[src/rtl/tluh_master_port.sv]
// TL-UH initiator: single-beat req/rsp to A/D channels; req->A and D->rsp each take one cycle; TLUH_MASTER_ATOMIC_EN adds atomics.
// Backpressure: req_ready_o needs a free A slot, a free source ID and headroom under MAX; D stalls while the response register is held.
module tluh_master_port #(
    parameter int          AW  = 32,
    parameter int          RS  = 4,
    parameter logic [RS:0] MAX = 2
) (
    input  logic          master_clock_i,
    input  logic          master_reset_i,
`ifdef TLUH_MASTER_ATOMIC_EN
    input  logic          req_atomic_i,
    input  logic [3:0]    req_amo_param_i,
`endif
    input  logic          req_valid_i,
    output logic          req_ready_o,
    input  logic          req_write_i,
    input  logic [AW-1:0] req_addr_i,
    input  logic [3:0]    req_size_i,
    input  logic [3:0]    req_mask_i,
    input  logic [31:0]   req_data_i,
    output logic          rsp_valid_o,
    input  logic          rsp_ready_i,
    output logic [31:0]   rsp_data_o,
    output logic [RS-1:0] rsp_source_o,
    output logic          rsp_write_o,
    output logic          rsp_denied_o,
    output logic          rsp_corrupt_o,
    output logic [2:0]    master_a_opcode,
    output logic [2:0]    master_a_param,
    output logic [3:0]    master_a_size,
    output logic [RS-1:0] master_a_source,
    output logic [AW-1:0] master_a_address,
    output logic [3:0]    master_a_mask,
    output logic [31:0]   master_a_data,
    output logic          master_a_corrupt,
    output logic          master_a_valid,
    input  logic          master_a_ready,
    input  logic [2:0]    master_d_opcode,
    input  logic [1:0]    master_d_param,
    input  logic [3:0]    master_d_size,
    input  logic [RS-1:0] master_d_source,
    input  logic          master_d_denied,
    input  logic [31:0]   master_d_data,
    input  logic          master_d_corrupt,
    input  logic          master_d_valid,
    output logic          master_d_ready,
    output logic [RS:0]   outstanding_o,
    output logic          err_o
);

    localparam int NID = 1 << RS;

    typedef struct packed {
        logic [2:0]    opcode;
        logic [2:0]    param;
        logic [3:0]    size;
        logic [RS-1:0] source;
        logic [AW-1:0] address;
        logic [3:0]    mask;
        logic [31:0]   data;
    } a_req_t;

    a_req_t          r_a;
    logic            r_a_vld;
    logic [RS:0]     r_outstanding;
    logic [NID-1:0]  r_inflight;
    logic [NID-1:0]  r_type_wr;
    logic            r_rsp_vld;
    logic [31:0]     r_rsp_data;
    logic [RS-1:0]   r_rsp_source;
    logic            r_rsp_write;
    logic            r_rsp_denied;
    logic            r_rsp_corrupt;
    logic            r_err;

    a_req_t          w_a_nxt;
    logic            w_is_write;
    logic [3:0]      w_size_mask;
    logic            w_free_vld;
    logic [RS-1:0]   w_free_id;
    logic [RS:0]     w_busy;
    logic            w_req_rdy;
    logic            w_req_hs;
    logic            w_a_hs;
    logic            w_d_hs;
    logic [NID-1:0]  w_set_vec;
    logic [NID-1:0]  w_clr_vec;
    logic [2:0]      w_d_exp_op;
    logic            w_d_err;
    logic            w_unused;

    assign w_unused = ^{master_d_param, master_d_size};

    // Lowest clear inflight bit wins.
    always_comb begin
        w_free_vld = 1'b0;
        w_free_id  = '0;
        for (int i = NID - 1; i >= 0; i--) begin
            if (!r_inflight[i]) begin
                w_free_vld = 1'b1;
                w_free_id  = RS'(i);
            end
        end
    end

    // A-slot occupant counts against MAX whether or not it handshakes this cycle.
    assign w_busy    = r_outstanding + {{RS{1'b0}}, r_a_vld};
    assign w_req_rdy = (!r_a_vld || master_a_ready) && w_free_vld && (w_busy < MAX);
    assign w_req_hs  = req_valid_i && w_req_rdy;
    assign w_a_hs    = r_a_vld && master_a_ready;
    assign w_d_hs    = master_d_valid && master_d_ready;

    always_comb begin
        case (req_size_i)
            4'd0:    w_size_mask = 4'b0001 << req_addr_i[1:0];
            4'd1:    w_size_mask = req_addr_i[1] ? 4'b1100 : 4'b0011;
            default: w_size_mask = 4'b1111;
        endcase
    end

    always_comb begin
        w_a_nxt         = '0;
        w_a_nxt.size    = req_size_i;
        w_a_nxt.source  = w_free_id;
        w_a_nxt.address = req_addr_i;
        w_is_write      = req_write_i;
        if (req_write_i) begin
            w_a_nxt.mask   = req_mask_i & w_size_mask;
            w_a_nxt.opcode = ((req_mask_i & w_size_mask) == w_size_mask) ? 3'd0 : 3'd1;
            w_a_nxt.data   = req_data_i;
        end else begin
            w_a_nxt.mask   = w_size_mask;
            w_a_nxt.opcode = 3'd4;
        end
`ifdef TLUH_MASTER_ATOMIC_EN
        // Atomics return data, so they are recorded as reads for the D type check.
        if (req_atomic_i) begin
            w_a_nxt.opcode = req_amo_param_i[3] ? 3'd3 : 3'd2;
            w_a_nxt.param  = req_amo_param_i[2:0];
            w_a_nxt.mask   = w_size_mask;
            w_a_nxt.data   = req_data_i;
            w_is_write     = 1'b0;
        end
`endif
    end

    always_comb begin
        w_set_vec = '0;
        w_clr_vec = '0;
        for (int i = 0; i < NID; i++) begin
            w_set_vec[i] = w_req_hs && (w_free_id == RS'(i));
            w_clr_vec[i] = w_d_hs && (master_d_source == RS'(i));
        end
    end

    assign w_d_exp_op = r_type_wr[master_d_source] ? 3'd0 : 3'd1;
    assign w_d_err    = w_d_hs && (!r_inflight[master_d_source] ||
                                   (master_d_opcode != w_d_exp_op) ||
                                   (r_outstanding == '0));

    always_ff @(posedge master_clock_i or posedge master_reset_i) begin
        if (master_reset_i) begin
            r_a           <= '0;
            r_a_vld       <= 1'b0;
            r_outstanding <= '0;
            r_inflight    <= '0;
            r_type_wr     <= '0;
            r_rsp_vld     <= 1'b0;
            r_rsp_data    <= '0;
            r_rsp_source  <= '0;
            r_rsp_write   <= 1'b0;
            r_rsp_denied  <= 1'b0;
            r_rsp_corrupt <= 1'b0;
            r_err         <= 1'b0;
        end else begin
            if (w_req_hs) begin
                r_a_vld              <= 1'b1;
                r_a                  <= w_a_nxt;
                r_type_wr[w_free_id] <= w_is_write;
            end else if (w_a_hs) begin
                r_a_vld <= 1'b0;
            end

            // A stray D with nothing outstanding must not wrap the counter.
            case ({w_a_hs, w_d_hs})
                2'b10:   r_outstanding <= r_outstanding + {{RS{1'b0}}, 1'b1};
                2'b01:   if (r_outstanding != '0) r_outstanding <= r_outstanding - {{RS{1'b0}}, 1'b1};
                default: ;
            endcase

            r_inflight <= (r_inflight & ~w_clr_vec) | w_set_vec;

            if (w_d_hs) begin
                r_rsp_vld     <= 1'b1;
                r_rsp_data    <= master_d_data;
                r_rsp_source  <= master_d_source;
                r_rsp_write   <= (master_d_opcode == 3'd0);
                r_rsp_denied  <= master_d_denied;
                r_rsp_corrupt <= master_d_corrupt;
            end else if (rsp_ready_i) begin
                r_rsp_vld <= 1'b0;
            end

            if (w_d_err) r_err <= 1'b1;
        end
    end

    assign req_ready_o      = w_req_rdy;
    assign master_d_ready   = !r_rsp_vld || rsp_ready_i;

    assign master_a_valid   = r_a_vld;
    assign master_a_opcode  = r_a.opcode;
    assign master_a_param   = r_a.param;
    assign master_a_size    = r_a.size;
    assign master_a_source  = r_a.source;
    assign master_a_address = r_a.address;
    assign master_a_mask    = r_a.mask;
    assign master_a_data    = r_a.data;
    assign master_a_corrupt = 1'b0;

    assign rsp_valid_o      = r_rsp_vld;
    assign rsp_data_o       = r_rsp_data;
    assign rsp_source_o     = r_rsp_source;
    assign rsp_write_o      = r_rsp_write;
    assign rsp_denied_o     = r_rsp_denied;
    assign rsp_corrupt_o    = r_rsp_corrupt;

    assign outstanding_o    = r_outstanding;
    assign err_o            = r_err;

endmodule

[config.mk]
export PLATFORM = sky130hd
export DESIGN_NAME = tluh_master_port
export DESIGN_NICKNAME = d
export VERILOG_FILES = /design/src/rtl/tluh_master_port.sv
export SDC_FILE = /design/constraint.sdc
export NUM_CORES = 1
export LEC_CHECK = 0
export ABC_AREA = 0
export CAP_MARGIN = 20
export CORE_MARGIN = 5
export CORE_UTILIZATION = 25
export CTS_CLUSTER_DIAMETER = 30
export DETAILED_ROUTE_END_ITERATION = 12
export GPL_ROUTABILITY_DRIVEN = 0
export SLEW_MARGIN = 10
export SYNTH_ARGS = -nofsm -noshare
export SYNTH_HDL_FRONTEND = slang
export SYNTH_SLANG_ARGS = --single-unit
[constraint.sdc]
create_clock -name master_clock_i -period 5.99 [get_ports master_clock_i]
set_input_delay 0.599 -clock master_clock_i [delete_from_list [all_inputs] [get_ports master_clock_i]]
set_output_delay 0.599 -clock master_clock_i [all_outputs]
set_load 0.02 [all_outputs]
-- After elaboration in Yosys (flattened, before gate mapping)
Index checks and enable logic that the tools add are counted.
- output and inout port bits: 132
- input bits: 126
- flip-flop bits (word level): 158
- equality and inequality tests: 36
- bitwise logic cells: 4
- shifts and indexed selects: 1
- muxes and demuxes: 52
- reductions and logical operators: 56
- add/sub/neg operators: 3
- $lt $le $gt $ge: 4
- operators by type and width (kind ; number):
    $mux W4 ; 18
    $eq A4 B4 Y1 const B ; 16
    $logic_and A1 B1 Y1 ; 39
    $eq A4 B3 Y1 const B ; 8
    $mux W32 ; 1
    $mux W1 ; 25
    $and A16 B16 Y16 ; 1
    $bwmux W16 ; 1
    $eq A4 B2 Y1 const B ; 4
    $not A16 Y16 ; 1
    $or A16 B16 Y16 ; 1
    $eq A4 B1 Y1 const B ; 3
    $logic_not A4 Y1 ; 3
    $lt A4 B5 Y1 const B ; 2
    $pmux W5 S2 ; 1
    $bmux W1 S4 ; 2
    $pmux W4 S2 ; 1
    $reduce_bool A2 Y1 ; 3
    $add A5 B1 Y5 ; 1
    $add A5 B1 Y5 const B ; 1
    $logic_not A5 Y1 ; 1
    $lt A5 B2 Y1 const B ; 1
    $mux W5 ; 1
    $reduce_bool A5 Y1 ; 1
    15 further kinds ; 20

-- Longest topological paths before layout
Gate-level depths: netlist of the first run.
- word-level depth: 21
- mapped depth: 12
- depth with buffers taken out: 10

-- Worst setup path before layout of the first run
Ideal clock, no wire load.
- path type: register -> register
- from: reg r_outstanding[0] (netlist: outstanding_o[0])
- to: reg r_type_wr[14]
- cell stages (with the launch flop): 10
- clock period less this slack: 2591 ps
- path buffers: 0
- path slack: 3399 ps
- arrival: 2463 ps
- library setup time: 128 ps
- cells stage by stage: dfrtp_1 inv_1 nor2_1 ha_1 or3_4 a221oi_4 nand3_2 or3_1 nor3_2 mux2_1
- cells in the longest elaborated chain, start to end: 4
- RTL lines (what ; line ; RTL):
    start: declaration ; 65 ; logic [RS:0] r_outstanding;
    start signal: assignment ; 186 ; 2'b10: r_outstanding <= r_outstanding + {{RS{1'b0}}, 1'b1};
    start signal: assignment ; 187 ; 2'b01: if (r_outstanding != '0) r_outstanding <= r_outstanding - {{RS{1'b0}}, 1'b1};
    $add A5 B1 Y5 ; 107 ; assign w_busy = r_outstanding + {{RS{1'b0}}, r_a_vld};
    $lt A5 B2 Y1 ; 108 ; assign w_req_rdy = (!r_a_vld || master_a_ready) && w_free_vld && (w_busy < MAX);
    $logic_and A1 B1 Y1 ; 108 ;
    $logic_and A1 B1 Y1 ; 109 ; assign w_req_hs = req_valid_i && w_req_rdy;
    end signal: indexed assignment ; 179 ; r_type_wr[w_free_id] <= w_is_write;
    end: declaration ; 67 ; logic [NID-1:0] r_type_wr;
Every way passes these cells.
A chain may end at the register's enable or synchronous reset.

-- Worst setup path in the final report of the first run
- from: reg r_outstanding[0] (netlist: outstanding_o[0])
- to: out req_ready_o
- cells in the longest elaborated chain, start to end: 3
- RTL lines (what ; line ; RTL):
    $add A5 B1 Y5 ; 107 ;
    $lt A5 B2 Y1 ; 108 ;
    $logic_and A1 B1 Y1 ; 108 ;
    end: declaration ; 15 ; output logic req_ready_o,
Every way passes these cells.

==> flow_metrics.tcl, run 1 <==
set metrics [dict create \
    wl_per_cell_um 15.88 \
    cts_sinks 157 \
    die_y_um 179.2 \
    seqCellArea_um2 3929 \
    ys_warn_count 0 \
    yosysTopAreaCellShare_pct 54.89 \
    clk_pin_slew_ns 0.06 \
    cts_max_level 4 \
    core-area_um2 28470 \
    irDropWorstVdd_mv 0.1915 \
    r2r-start "outstanding_o[0]$_DFFE_PP0P_" \
    end_kind "output port" \
    netlist_area_um2 7158 \
    grt_max_degree 74 \
    dp_hpwl_mm 15.29 \
    finalSetupViolCount 0 \
    cp-start-kind "register" \
    path_class "register to output port" \
    hold_depth 2 \
    num_io_pins 258 \
    yosys-top-cells-count "nand2_1, dfrtp_1, o21ai_0" \
    grt_pass1_wl_mm 32.66 \
    p_total_w 0.004242 \
    grtUsageTotal_pct 13.01 \
    holdPathEnd "rsp_data_o[30]$_DFFE_PP0P_" \
    synth_edf_count 0 \
    hold_path_class "register to register" \
    yosysMostFrequentCell "nand2_1" \
    synth_ff_type "dfrtp_1" \
    rsz0062_at_grt "no" \
    cp_max_fo 6 \
    required_ns 5.39 \
    area_growth_pct 47.20 \
    timing.rr.end "master_a_address[2]$_DFFE_PP0P_" \
    cts-root-buf "clkbuf_16" \
    die_w_um 179.2 \
    tightestPinTransition_ns 1.002 \
    drtIter0Drc 271 \
    layout-drive-gt1-share_pct 9.831 \
    status "finished clean" \
    ant_nets 0 \
    relSlewSlack_pct 32.98 \
    hp-start "rsp_data_o[30]$_DFFE_PP0P_" \
    die_area_um2 32120 \
    period_minus_slack_ns 3.276 \
    cts_inserted_buffers 17 \
    cts_tree "done" \
    hold_viol_final 0 \
    powerDensity_nw_per_um2 402.6 \
    seq_area_frac_synth_pct 54.89 \
    overflow 0 \
    ys_ff_latch 157 \
    finalWorstSetupSlack_ns 2.714 \
    leakage_nw 4.708 \
    drtPass1Iterations 4 \
    postCtsSetupBuffers 0 \
    viasPerCell 4.325 \
    path_buf_inv 2 \
    worstRegToRegCells 9 \
    cts.path.max_buffers 2 \
    netlist_top_cells_area "dfrtp_1, nand2_1, mux2_4, o21ai_0, o21ai_1" \
    start_util_pct 25.14 \
    maxCapViolations 0 \
    grt_pass1_vias 5754 \
    port_buffers 246 \
    fmax_mhz 305.2 \
    cts_hold_buf 0 \
    antenna_found_initial 1 \
    synth_cell_types 56 \
    core.rowCount 62 \
    cts_resized 0 \
    post-place-ws_ns 2.647 \
    clk_latency_ns 0.42 \
    slowest_stage "clkdlybuf4s50_1" \
    fin_setup_tns_ns 0 \
    synthCells 698 \
    arrival_ns 2.68 \
    period_share_pct 54.70 \
    drcViolationCount 0 \
    synthArstFlopShare_pct 100.0 \
    syn_area_per_cell_um2 10.26 \
    crit_family "buffers and inverters" \
    crit_chain "inv_1, nor2_1, ha_1, or3_4, a221oi_4, o211a_1, clkdlybuf4s50_1" \
    reg2reg_slack_ns 3.11 \
    fillers 2853 \
    post-synth-top-area-cell "dfrtp_1" \
    vias 5756 \
    multi_input_comb_area_um2 2978 \
    finalMaxSlewViolations 0 \
    layout.nets 1064 \
    totalWireLength_mm 21.14 \
    max_stage_delay_ns 0.60 \
    clock_skew_ns 0.01487 \
]
cells by family (layout without fill, tap and decap cells):
logic type	count (synthesis)	in the layout	share of synthesized area, %
other cells	1	6	0.05239
xor+xnor	20	20	2.447
simple gates	289	289	17.69
buf+inv	56	300	3.723
compound gates	117	117	10.07
fa+ha+maj	5	5	0.9789
flops	157	157	54.89
mux	53	53	10.16
cell type report:
cell class              count  area share [%]
repair buffers            254           23.87
well taps                 384           4.560
clock buffers              19           4.204
clock inverters            13           1.247
flip-flops and latches    157           37.29
diodes                      1         0.02375
inverters                  14          0.5463
multi-input cells         489           28.26
where the power goes:
part           switching, W  total (W)  internal, W
Sequential         0.000184    0.00153      0.00135
Clock              0.000470    0.00106     0.000592
Combinational      0.000801    0.00165     0.000847
Total               0.00146    0.00424      0.00279
state kept, by name, summed over array words and instances (netlist names):
signal            cells
master_a_opcode       2
r_type_wr            16
rsp_source_o          4
master_a_valid        1
r_inflight           16
rsp_denied_o          1
master_a_mask         4
rsp_data_o           32
rsp_write_o           1
master_a_data        32
rsp_valid_o           1
master_a_source       4
outstanding_o         5
rsp_corrupt_o         1
master_a_address     32
err_o                 1
master_a_size         4
layout by cell type (no fill, tap or decap), drive strengths merged, types with 12 or more instances in the layout:
master         netlist  routed
nor3                12      12
clkbuf              24      19
nand3               13      13
nand2              215     215
xnor2               12      12
o21ai               76      76
clkdlybuf4s50        0     245
dfrtp              157     157
inv                 14      18
mux2                52      52
layer usage:
layer | global-route usage [%] | share of wire [%] | wire (µm) | vias to the layer above
li1 | - | - | - | 2819
met1 | 15.85 | 42 | 8858 | 2729
met2 | 22.08 | 49 | 10450 | 178
met3 | 3.395 | 6.3 | 1329 | 30
met4 | 4.887 | 2.4 | 507 | 0
met5 | 0 | 0 | 0 | -
worst register-to-register path, stage by stage (launching register included):
cell and delay [ns]:
dfrtp_1 0.44, inv_1 0.15, nor2_1 0.08, ha_1 0.19, or3_4 0.34, a221oi_4 0.27, and3_1 0.41, o21ai_4 0.10
buf_4 0.34, mux2_4 0.46
worst max-delay path by stage:
stage / startpoint / endpoint / slack [ns] / cells past startpoint
6_report: outstanding_o[0]$_DFFE_PP0P_ / req_ready_o / 2.71 / 7
5_1_grt: outstanding_o[0]$_DFFE_PP0P_ / req_ready_o / 2.57 / 7
4_1_cts: outstanding_o[0]$_DFFE_PP0P_ / req_ready_o / 2.67 / 7
3_5_place_dp: master_d_opcode[0] / err_o$_DFFE_PP0P_ / 2.65 / 7
3_3_place_gp: master_d_opcode[0] / err_o$_DFFE_PP0P_ / 2.66 / 7
2_1_floorplan: master_reset_i / err_o$_DFFE_PP0P_ / 1.16 / 1
metrics by stage:
stage / instance area (µm²) / utilization (%) / cells / hold slack (ns)
CTS: 10530 / 36.98 / 1329 / 0.4764
finish: 10540 / 37.01 / 1331 / 0.4717
global placement: 9955 / 34.97 / 1297 / 0.4556
floorplan: 7173 / - / 702 / 0.4785
global route: 10540 / 37.01 / 1331 / 0.4927
detailed placement: 9955 / 34.97 / 1297 / 0.4607
Note: power is estimated with default switching activity, not from simulation.
==> run 2, diff against run 1 <==
- clock period: 5.99 -> 2.8 ns (I/O delays scaled with it)
==> run 2 against run 1 <==
Compared with the run above:
- die area stayed put
- hold slack worse by 0.19 ns
- cell count is 0.83% higher
- largest cell class unchanged
- critical path type unchanged
- largest power group unchanged
==> flow_metrics.tcl, run 2 (synthesized netlist as in run 1, its figures left out) <==
set metrics [dict create \
    finalMaxSlewViolations 0 \
    relSlewSlack_pct 56.86 \
    vias 5849 \
    reg2reg_slack_ns 0.19 \
    antenna_found_initial 1 \
    hold_viol_final 0 \
    grt_pass1_vias 5888 \
    rsz0062_at_grt "yes" \
    dp_hpwl_mm 15.68 \
    core.rowCount 62 \
    leakage_nw 4.820 \
    core-area_um2 28470 \
    end_kind "output port" \
    die_y_um 179.2 \
    fmax_mhz 376.6 \
    cts-root-buf "clkbuf_16" \
    final_area_um2 10750 \
    port_buffers 246 \
    clk_latency_ns 0.42 \
    die_w_um 179.2 \
    cts_tree "done" \
    hold_path_class "input pin to asynchronous set/reset pin" \
    fin_setup_tns_ns 0 \
    p_total_w 0.009250 \
    irDropWorstVdd_mv 0.4009 \
    layout_commonest_cell "clkdlybuf4s50_1" \
    cp-start-kind "register" \
    worstRegToRegCells 9 \
    drtIter0Drc 304 \
    final_cell_mix "clkdlybuf4s50_1, nand2_1, dfrtp_1, o21ai_0, mux2_4" \
    start_util_pct 25.14 \
    place_area_um2 10130 \
    fillers 2866 \
    cp_max_fo 3 \
    finalSetupViolCount 0 \
    status "finished clean" \
    wl_per_cell_um 16.06 \
    die_area_um2 32120 \
    period_share_pct 94.83 \
    period_minus_slack_ns 2.655 \
    grtUsageTotal_pct 13.03 \
    timing.rr.end "master_a_address[29]$_DFFE_PP0P_" \
    ant_nets 0 \
    totalWireLength_mm 21.55 \
    layout.nets 1075 \
    layout-drive-gt1-share_pct 10.97 \
    cts.path.max_buffers 2 \
    cts_max_level 4 \
    postCtsSetupBuffers 0 \
    drtPass1Iterations 4 \
    cts_inserted_buffers 17 \
    maxCapViolations 0 \
    area_growth_pct 50.11 \
    clk_pin_slew_ns 0.07 \
    tightestPinTransition_ns 0.6471 \
    cts_sinks 157 \
    viasPerCell 4.358 \
    num_io_pins 258 \
    arrival_ns 2.38 \
    grt_pass1_wl_mm 32.89 \
    r2r-start "outstanding_o[0]$_DFFE_PP0P_" \
    required_ns 2.52 \
    overflow 0 \
    path_class "register to output port" \
    grt_max_degree 72 \
    drcViolationCount 0 \
    clock_skew_ns 0.01353 \
    powerDensity_nw_per_um2 860.8 \
]
==> run 2: cell types whose count changed in the layout (fill, tap and decap cells not counted), sizes merged <==
| cell | previous run | this run |
|---|---|---|
| clkbuf | 19 | 18 |
| clkdlybuf4s15 | 0 | 1 |
| buf | 9 | 20 |
| inv | 18 | 21 |
| clkdlybuf4s50 | 245 | 244 |
| clkinvlp | 5 | 3 |
==> run 2: worst max path at each step <==
stage	start	to	slack, ns	cells past startpoint
floorplan	outstanding_o[0]$_DFFE_PP0P_	r_type_wr[14]$_DFFE_PP0P_	0.21	9
global placement	outstanding_o[0]$_DFFE_PP0P_	r_type_wr[10]$_DFFE_PP0P_	0.19	9
detailed placement	outstanding_o[0]$_DFFE_PP0P_	r_type_wr[10]$_DFFE_PP0P_	0.18	9
CTS	outstanding_o[0]$_DFFE_PP0P_	req_ready_o	0.11	7
global route	outstanding_o[0]$_DFFE_PP0P_	req_ready_o	-0.009	7
finish	outstanding_o[0]$_DFFE_PP0P_	req_ready_o	0.14	7
==> run 2: timing repair <==
item | 4_1_cts | 5_1_grt
resized for setup | 1 | 2
hold buffers | 0 | 0
setup endpoints to repair | 1 | 3
==> run 2: power breakdown <==
part | switching [W] | total [W] | internal, W
clock network | 0.00108 | 0.00237 | 0.00128
registers | 0.000391 | 0.00327 | 0.00288
logic | 0.00175 | 0.00361 | 0.00186
==> run 2: cell type report <==
cell class                 count  area (µm²)  share of cell area [%]
antenna                        1       2.502                 0.02329
tap                          384       480.5                   4.471
sequential                   157        3929                   36.56
multi-input combinational    489        2987                   27.79
inverter                      14       56.30                  0.5240
timing repair buffer         265        2688                   25.01
clock buffer                  18       429.2                   3.994
clock inverter                14       173.9                   1.619
==> run 2: per-layer routing <==
metal,up-vias,share of wire [%],global-route usage [%]
li1,2837,-,-
met1,2798,43,16.47
met2,186,48,21.70
met3,28,6.0,2.826
met4,0,2.8,5.173
met5,-,0,0
==> run 2: worst max-delay path, cell delays in order (launching register included) <==
cell and delay [ns]:
dfrtp_1 0.38, inv_1 0.13, nor2_1 0.07, ha_1 0.19
or3_4 0.34, a221oi_4 0.31, o211a_1 0.23, clkdlybuf4s15_1 0.30
==> run 2: through the flow <==
step / hold slack, ns / setup slack (ns) / util, % / instances
after global routing: 0.3054 / -0.008994 / 37.74 / 1342
after detailed placement: 0.4617 / 0.1769 / 35.59 / 1309
after global placement: 0.4566 / 0.1890 / 35.59 / 1309
after CTS: 0.2705 / 0.1063 / 37.70 / 1341
after floorplan: 0.3606 / 0.2091 / - / 702
final: 0.2776 / 0.1447 / 37.74 / 1342
